===== src/rtl/cordic_pair_sequencer.sv =====
// Iterative controller for the two-iteration CORDIC pair stage.
// It loads one job, loops the stage result back NUM_PAIRS times, then pulses done with the result.
module cordic_pair_sequencer #(
  parameter int NUM_PAIRS = 3
) (
  input  logic               clk,
  input  logic               rst,
  input  logic               start,
  input  logic signed [18:0] in_Vx,
  input  logic signed [18:0] in_Vy,
  input  logic signed [8:0]  in_Z,
  output logic               busy,
  output logic               done,
  output logic signed [18:0] out_Vx,
  output logic signed [18:0] out_Vy,
  output logic signed [8:0]  out_Z,
  output logic signed [18:0] cu_Vx,
  output logic signed [18:0] cu_Vy,
  output logic signed [8:0]  cu_Z,
  output logic signed [2:0]  cu_i,
  input  logic signed [18:0] cu_RVx,
  input  logic signed [18:0] cu_RVy,
  input  logic signed [8:0]  cu_newZ
);

  typedef enum logic [1:0] {S_IDLE, S_RUN, S_DONE} state_t;

  localparam logic [1:0] LAST_PASS = 2'(NUM_PAIRS - 1);

  state_t             state_q, state_d;
  logic        [1:0]  pass_q, pass_d;
  logic signed [18:0] wx_q, wx_d, wy_q, wy_d;
  logic signed [8:0]  wz_q, wz_d;
  logic signed [18:0] ox_q, ox_d, oy_q, oy_d;
  logic signed [8:0]  oz_q, oz_d;

  always_comb begin
    state_d = state_q;
    pass_d  = pass_q;
    wx_d    = wx_q;
    wy_d    = wy_q;
    wz_d    = wz_q;
    ox_d    = ox_q;
    oy_d    = oy_q;
    oz_d    = oz_q;
    unique case (state_q)
      S_IDLE: begin
        if (start) begin
          wx_d    = in_Vx;
          wy_d    = in_Vy;
          wz_d    = in_Z;
          pass_d  = 2'd0;
          state_d = S_RUN;
        end
      end
      S_RUN: begin
        wx_d = cu_RVx;
        wy_d = cu_RVy;
        wz_d = cu_newZ;
        if (pass_q == LAST_PASS) begin
          ox_d    = cu_RVx;
          oy_d    = cu_RVy;
          oz_d    = cu_newZ;
          state_d = S_DONE;
        end else begin
          pass_d = pass_q + 2'd1;
        end
      end
      S_DONE: begin
        pass_d  = 2'd0;
        state_d = S_IDLE;
      end
      default: state_d = S_IDLE;
    endcase
  end

  always_ff @(posedge clk) begin
    if (rst) begin
      state_q <= S_IDLE;
      pass_q  <= 2'd0;
      wx_q    <= '0;
      wy_q    <= '0;
      wz_q    <= '0;
      ox_q    <= '0;
      oy_q    <= '0;
      oz_q    <= '0;
    end else begin
      state_q <= state_d;
      pass_q  <= pass_d;
      wx_q    <= wx_d;
      wy_q    <= wy_d;
      wz_q    <= wz_d;
      ox_q    <= ox_d;
      oy_q    <= oy_d;
      oz_q    <= oz_d;
    end
  end

  // The stage sees the working regs directly; the index is forced to 0 outside RUN.
  assign cu_Vx  = wx_q;
  assign cu_Vy  = wy_q;
  assign cu_Z   = wz_q;
  assign cu_i   = (state_q == S_RUN) ? {pass_q, 1'b0} : 3'sd0;
  assign busy   = (state_q != S_IDLE);
  assign done   = (state_q == S_DONE);
  assign out_Vx = ox_q;
  assign out_Vy = oy_q;
  assign out_Z  = oz_q;

endmodule


===== config.mk =====
export PLATFORM = sky130hd
export DESIGN_NAME = cordic_pair_sequencer
export DESIGN_NICKNAME = d
export VERILOG_FILES = /design/src/rtl/cordic_pair_sequencer.sv
export SDC_FILE = /design/constraint.sdc
export NUM_CORES = 1
export LEC_CHECK = 0
export CAP_MARGIN = 20
export CELL_PAD_IN_SITES_DETAIL_PLACEMENT = 1
export CELL_PAD_IN_SITES_GLOBAL_PLACEMENT = 1
export CORE_MARGIN = 3
export CORE_UTILIZATION = 32
export CTS_BUF_LIST = sky130_fd_sc_hd__clkbuf_8
export DETAILED_ROUTE_END_ITERATION = 16
export PLACE_DENSITY_LB_ADDON = 0.25
export SYNTH_ARGS = -nofsm -noshare
export SYNTH_HDL_FRONTEND = slang
export SYNTH_SLANG_ARGS = --single-unit

===== constraint.sdc =====
create_clock -name clk -period 3.6 [get_ports clk]
set_clock_uncertainty 0.2 [all_clocks]
set_input_delay 0.72 -clock clk [delete_from_list [all_inputs] [get_ports clk]]
set_output_delay 0.72 -clock clk [all_outputs]
set_load 0.02 [all_outputs]

After elaboration in Yosys (flattened, before gate mapping)

Index checks and enable logic that the tools add are counted.

Register bits after elaboration: 98
Bits of input ports: 97
Output and inout bits: 99
Logic and storage cells: 36

$add $sub $neg: 1
Eq/ne operators: 6
Muxes and demuxes: 13
Reductions and logical operators: 8

Operators by type and width:

| kind                                          | number |
|---|---|
| one-hot mux 19 bit (2 select lines)           | 2 |
| two-way mux 19 bit                            | 2 |
| one-hot mux 9 bit (2 select lines)            | 1 |
| two-way mux 9 bit                             | 1 |
| two-way mux 2 bit                             | 4 |
| inequality test 2 bit, second input constant  | 3 |
| one-hot mux 2 bit (3 select lines)            | 1 |
| AND reduction 2 bit                           | 3 |
| == test 2 bit, second input constant          | 2 |
| one-hot mux 2 bit (2 select lines)            | 1 |
| nonzero test 2 bit                            | 2 |
| two-way mux 3 bit                             | 1 |
| AND reduction 3 bit                           | 1 |
| nonzero test 3 bit                            | 1 |
| adder 2 x 1 -> 2 bit, second input constant   | 1 |
| == test 2 x 1 -> 1 bit, second input constant | 1 |
| zero test 2 bit                               | 1 |

Depth between registers and ports, before layout

Depth in word-level cells: 3
Mapped depth: 7
Mapped depth without buffers: 5

Worst setup path before layout

No wires, ideal clock.

Path kind: flip-flop to output port
From: register state_q[0]
To: output port cu_i[1]
Arrival: 1.119 ns
Required time: 2.680 ns
Slack: 1.561 ns
Stages on the path, launching flop included: 5
Path buffers: 2
Path through: dfxtp_1 -> buf_4 -> inv_2 -> clkbuf_1 -> nor3_1

Cells in the longest elaborated chain, start to end: 2

RTL lines:

| element                | line | text |
|---|---|---|
| from (decl)            | 30   | `state_t state_q, state_d;` |
| from (signal assigned) | 88   | `state_q <= state_d;` |
| == test 2 x 1 -> 1 bit | 103  | `assign cu_i = (state_q == S_RUN) ? {pass_q, 1'b0} : 3'sd0;` |
| two-way mux 3 bit      | 103  |  |
| to (decl)              | 20   | `output logic signed [2:0] cu_i,` |

Every way passes these cells.

Worst setup path after layout

From: register state_q[1]
To: output port cu_i[2]

Same word-level chain as after synthesis.

==> metrics.cfg <==
[cts]
cts_resized=0
cts_hold_buf=0
numCtsBuffers=9
insertion_delay_ns=0.36
post_cts_buffers=0
htree_levels=3
clk_path_buf_depth=2
clk_pin_slew_ns=0.09
clock-sinks=98
cts_tree=yes
cts_root_buffer=clkbuf_8

[global_routing]
grt_pass1_vias=4471
antenna_found_initial=0
grtUsageTotal_pct=20.8
grt_max_degree=62
grt_pass1_wl_um=24200
grt-ovfl-total=0

[setup_path]
cp.required_ns=2.68
cp-start-kind=flop
r2r_slack_ns=1.38
endpoint_kind=output port
worstPathArrival_ns=2.05
cp_max_fo=29
critPathKind=flop to output port

[final_layout]
final_common_cell=clkdlybuf4s50_1
finish.utilization_pct=49.9
antennaDiodeCount=0
layout-drive-gt1-share_pct=9.17
final_cell_mix=192 x clkdlybuf4s50_1, 97 x dfxtp_1, 95 x nand2_1
layout.nets=758
synthToLayoutAreaGrowth_pct=51.5
nFillCells=1530

[yosys]
synth_top_family_by_area=compound AO/OA/AOI/OAI gates
synth_fa_ha_area_share_pct=0.299
syn-num-nets=592
syn-cell-area_um2=4190
synth_compound_area_share_pct=26.7
yosys.area_share.simple_pct=19.0
synth_seq_cells=98
netlist_instances=494
yosys.area_share.xor_xnor_pct=0
ys_warn_count=0
seq_area_frac_synth_pct=46.8
yosysUniqueCellTypes=28
synth_mux_area_share_pct=0
syn_avg_cell_area_um2=8.48

[floorplanning]
boundaryPins=196
start_util_pct=32.9
fp-row-count=41
core_area_um2=12700
dieArea_um2=14500
die_w_um=120
die_h_um=120

[timing]
setup_viol=0
min_period_ns=2.97
relSlewSlack_pct=49.0
fin_crit_sh_pct=82.5
drv_slew=0
clock.fmax_ghz=0.337
finalSetupTns_ns=0
rsz0062_at_grt=no
layout_setup_ws_ns=0.632
hold_viol=0
max_slew.worst_pin.slew_ns=0.764

[drt]
drcViolationCount=0
vias=4191
vias_per_cell=5.01
ant_nets=0
first_pass_iters=4
detail_route.iter0.violations=256
wl_per_cell_um=18.0
wl_um=15100

[power_and_ir_drop]
peakVddDrop_uv=139
power_leakage_nw=2.21
p_per_area_nw_per_um2=382
design_power_total_mw=2.42

[run_status]
status=finished clean

[place]
place_ws_ns=1.02
gp_congestion=0.797
hpwlAfterDp_um=10600
portBuffers=194

[worst_hold_path]
min_path_type=flop to flop

[flow_run]
drv_cap=0

[kinds of logic after synthesis]
family                   after synthesis
AO/OA/AOI/OAI                        146
adder cells (fa/ha/maj)                1
buffers and inverters                 52
flip-flops                            98
other                                  1
AND/OR/NAND/NOR                      196
[state kept, by name, indices dropped and copies added, names as in the netlist]
register / flops
out_Vx: 19
cu_Z: 9
cu_Vx: 19
state_q: 2
out_Z: 9
out_Vy: 19
pass_q: 2
cu_Vy: 19
[synthesized netlist by cell type]
| cell type | instances | area (µm²) |
|---|---|---|
| nor3_1 | 1 | 5.00 |
| ha_1 | 1 | 12.5 |
| and3_1 | 1 | 6.26 |
| nand2b_1 | 1 | 6.26 |
| o2bb2ai_1 | 40 | 350 |
| inv_1 | 2 | 7.51 |
| buf_6 | 5 | 56.3 |
| o21a_1 | 1 | 7.51 |
| buf_1 | 1 | 3.75 |
| nor4b_1 | 4 | 35.0 |
| nand2_1 | 95 | 357 |
| nor2_2 | 10 | 62.6 |
| nand3b_1 | 1 | 7.51 |
| buf_2 | 16 | 80.1 |
| dfxtp_1 | 98 | 1960 |
| o22ai_1 | 7 | 43.8 |
| nor2_1 | 81 | 304 |
| a21oi_1 | 48 | 240 |
| and2_1 | 1 | 6.26 |
| o21ba_4 | 1 | 16.3 |
| a211oi_1 | 30 | 225 |
| buf_4 | 8 | 60.1 |
| inv_2 | 1 | 3.75 |
| clkbuf_1 | 18 | 67.6 |
| and3b_1 | 1 | 8.76 |
| buf_8 | 1 | 15.0 |
| conb_1 | 1 | 3.75 |
| a211oi_2 | 19 | 238 |
[path summary, 6_finish.rpt]
kind                             endpoint  cells past startpoint       start
worst min register to register  out_Vy[4]                      2   out_Vy[4]
worst min-delay path            out_Vy[4]                      2   out_Vy[4]
worst max register to register  out_Vx[3]                      5  state_q[0]
worst max-delay path              cu_i[2]                      3  state_q[1]
[final cells by class]
cell class | count | area (µm²) | area share (%)
clock inverter | 2 | 8.76 | 0.138
multi-input combinational | 344 | 1940 | 30.5
clock buffer | 14 | 193 | 3.03
timing repair buffer | 204 | 2020 | 31.8
tap | 172 | 215 | 3.39
inverter | 3 | 11.3 | 0.177
sequential | 98 | 1960 | 30.9
[routing by layer]
layer  vias to the layer above  part of all wire [%]  routed length [µm]  global-route usage (%)
li1                       2026                     -                   -                       -
met1                      2005                    42                6360                    25.6
met2                       143                    47                7120                    34.3
met3                        17                   8.8                1330                    7.20
met4                         0                   1.6                 241                    6.73
met5                         -                     0                   0                       0
[power by group]
group	internal (mW)	switching [mW]
logic	0.262	0.259
clock network	0.344	0.381
registers	1.14	0.0378
[critical path: stages (launching register included)]
cell             delay [ns]
dfxtp_1                0.41
inv_2                  0.43
and3_1                 0.24
clkdlybuf4s50_1        0.60
[metrics by stage]
stage,cells,hold WS [ns],instance area (µm²)
final,837,0.259,6350
after global routing,837,0.280,6350
after CTS,837,0.263,6350
after detailed placement,821,0.250,6150
after global placement,821,0.243,6150
after floorplan,494,0.298,4190
Power figures use the tool's default switching activity.
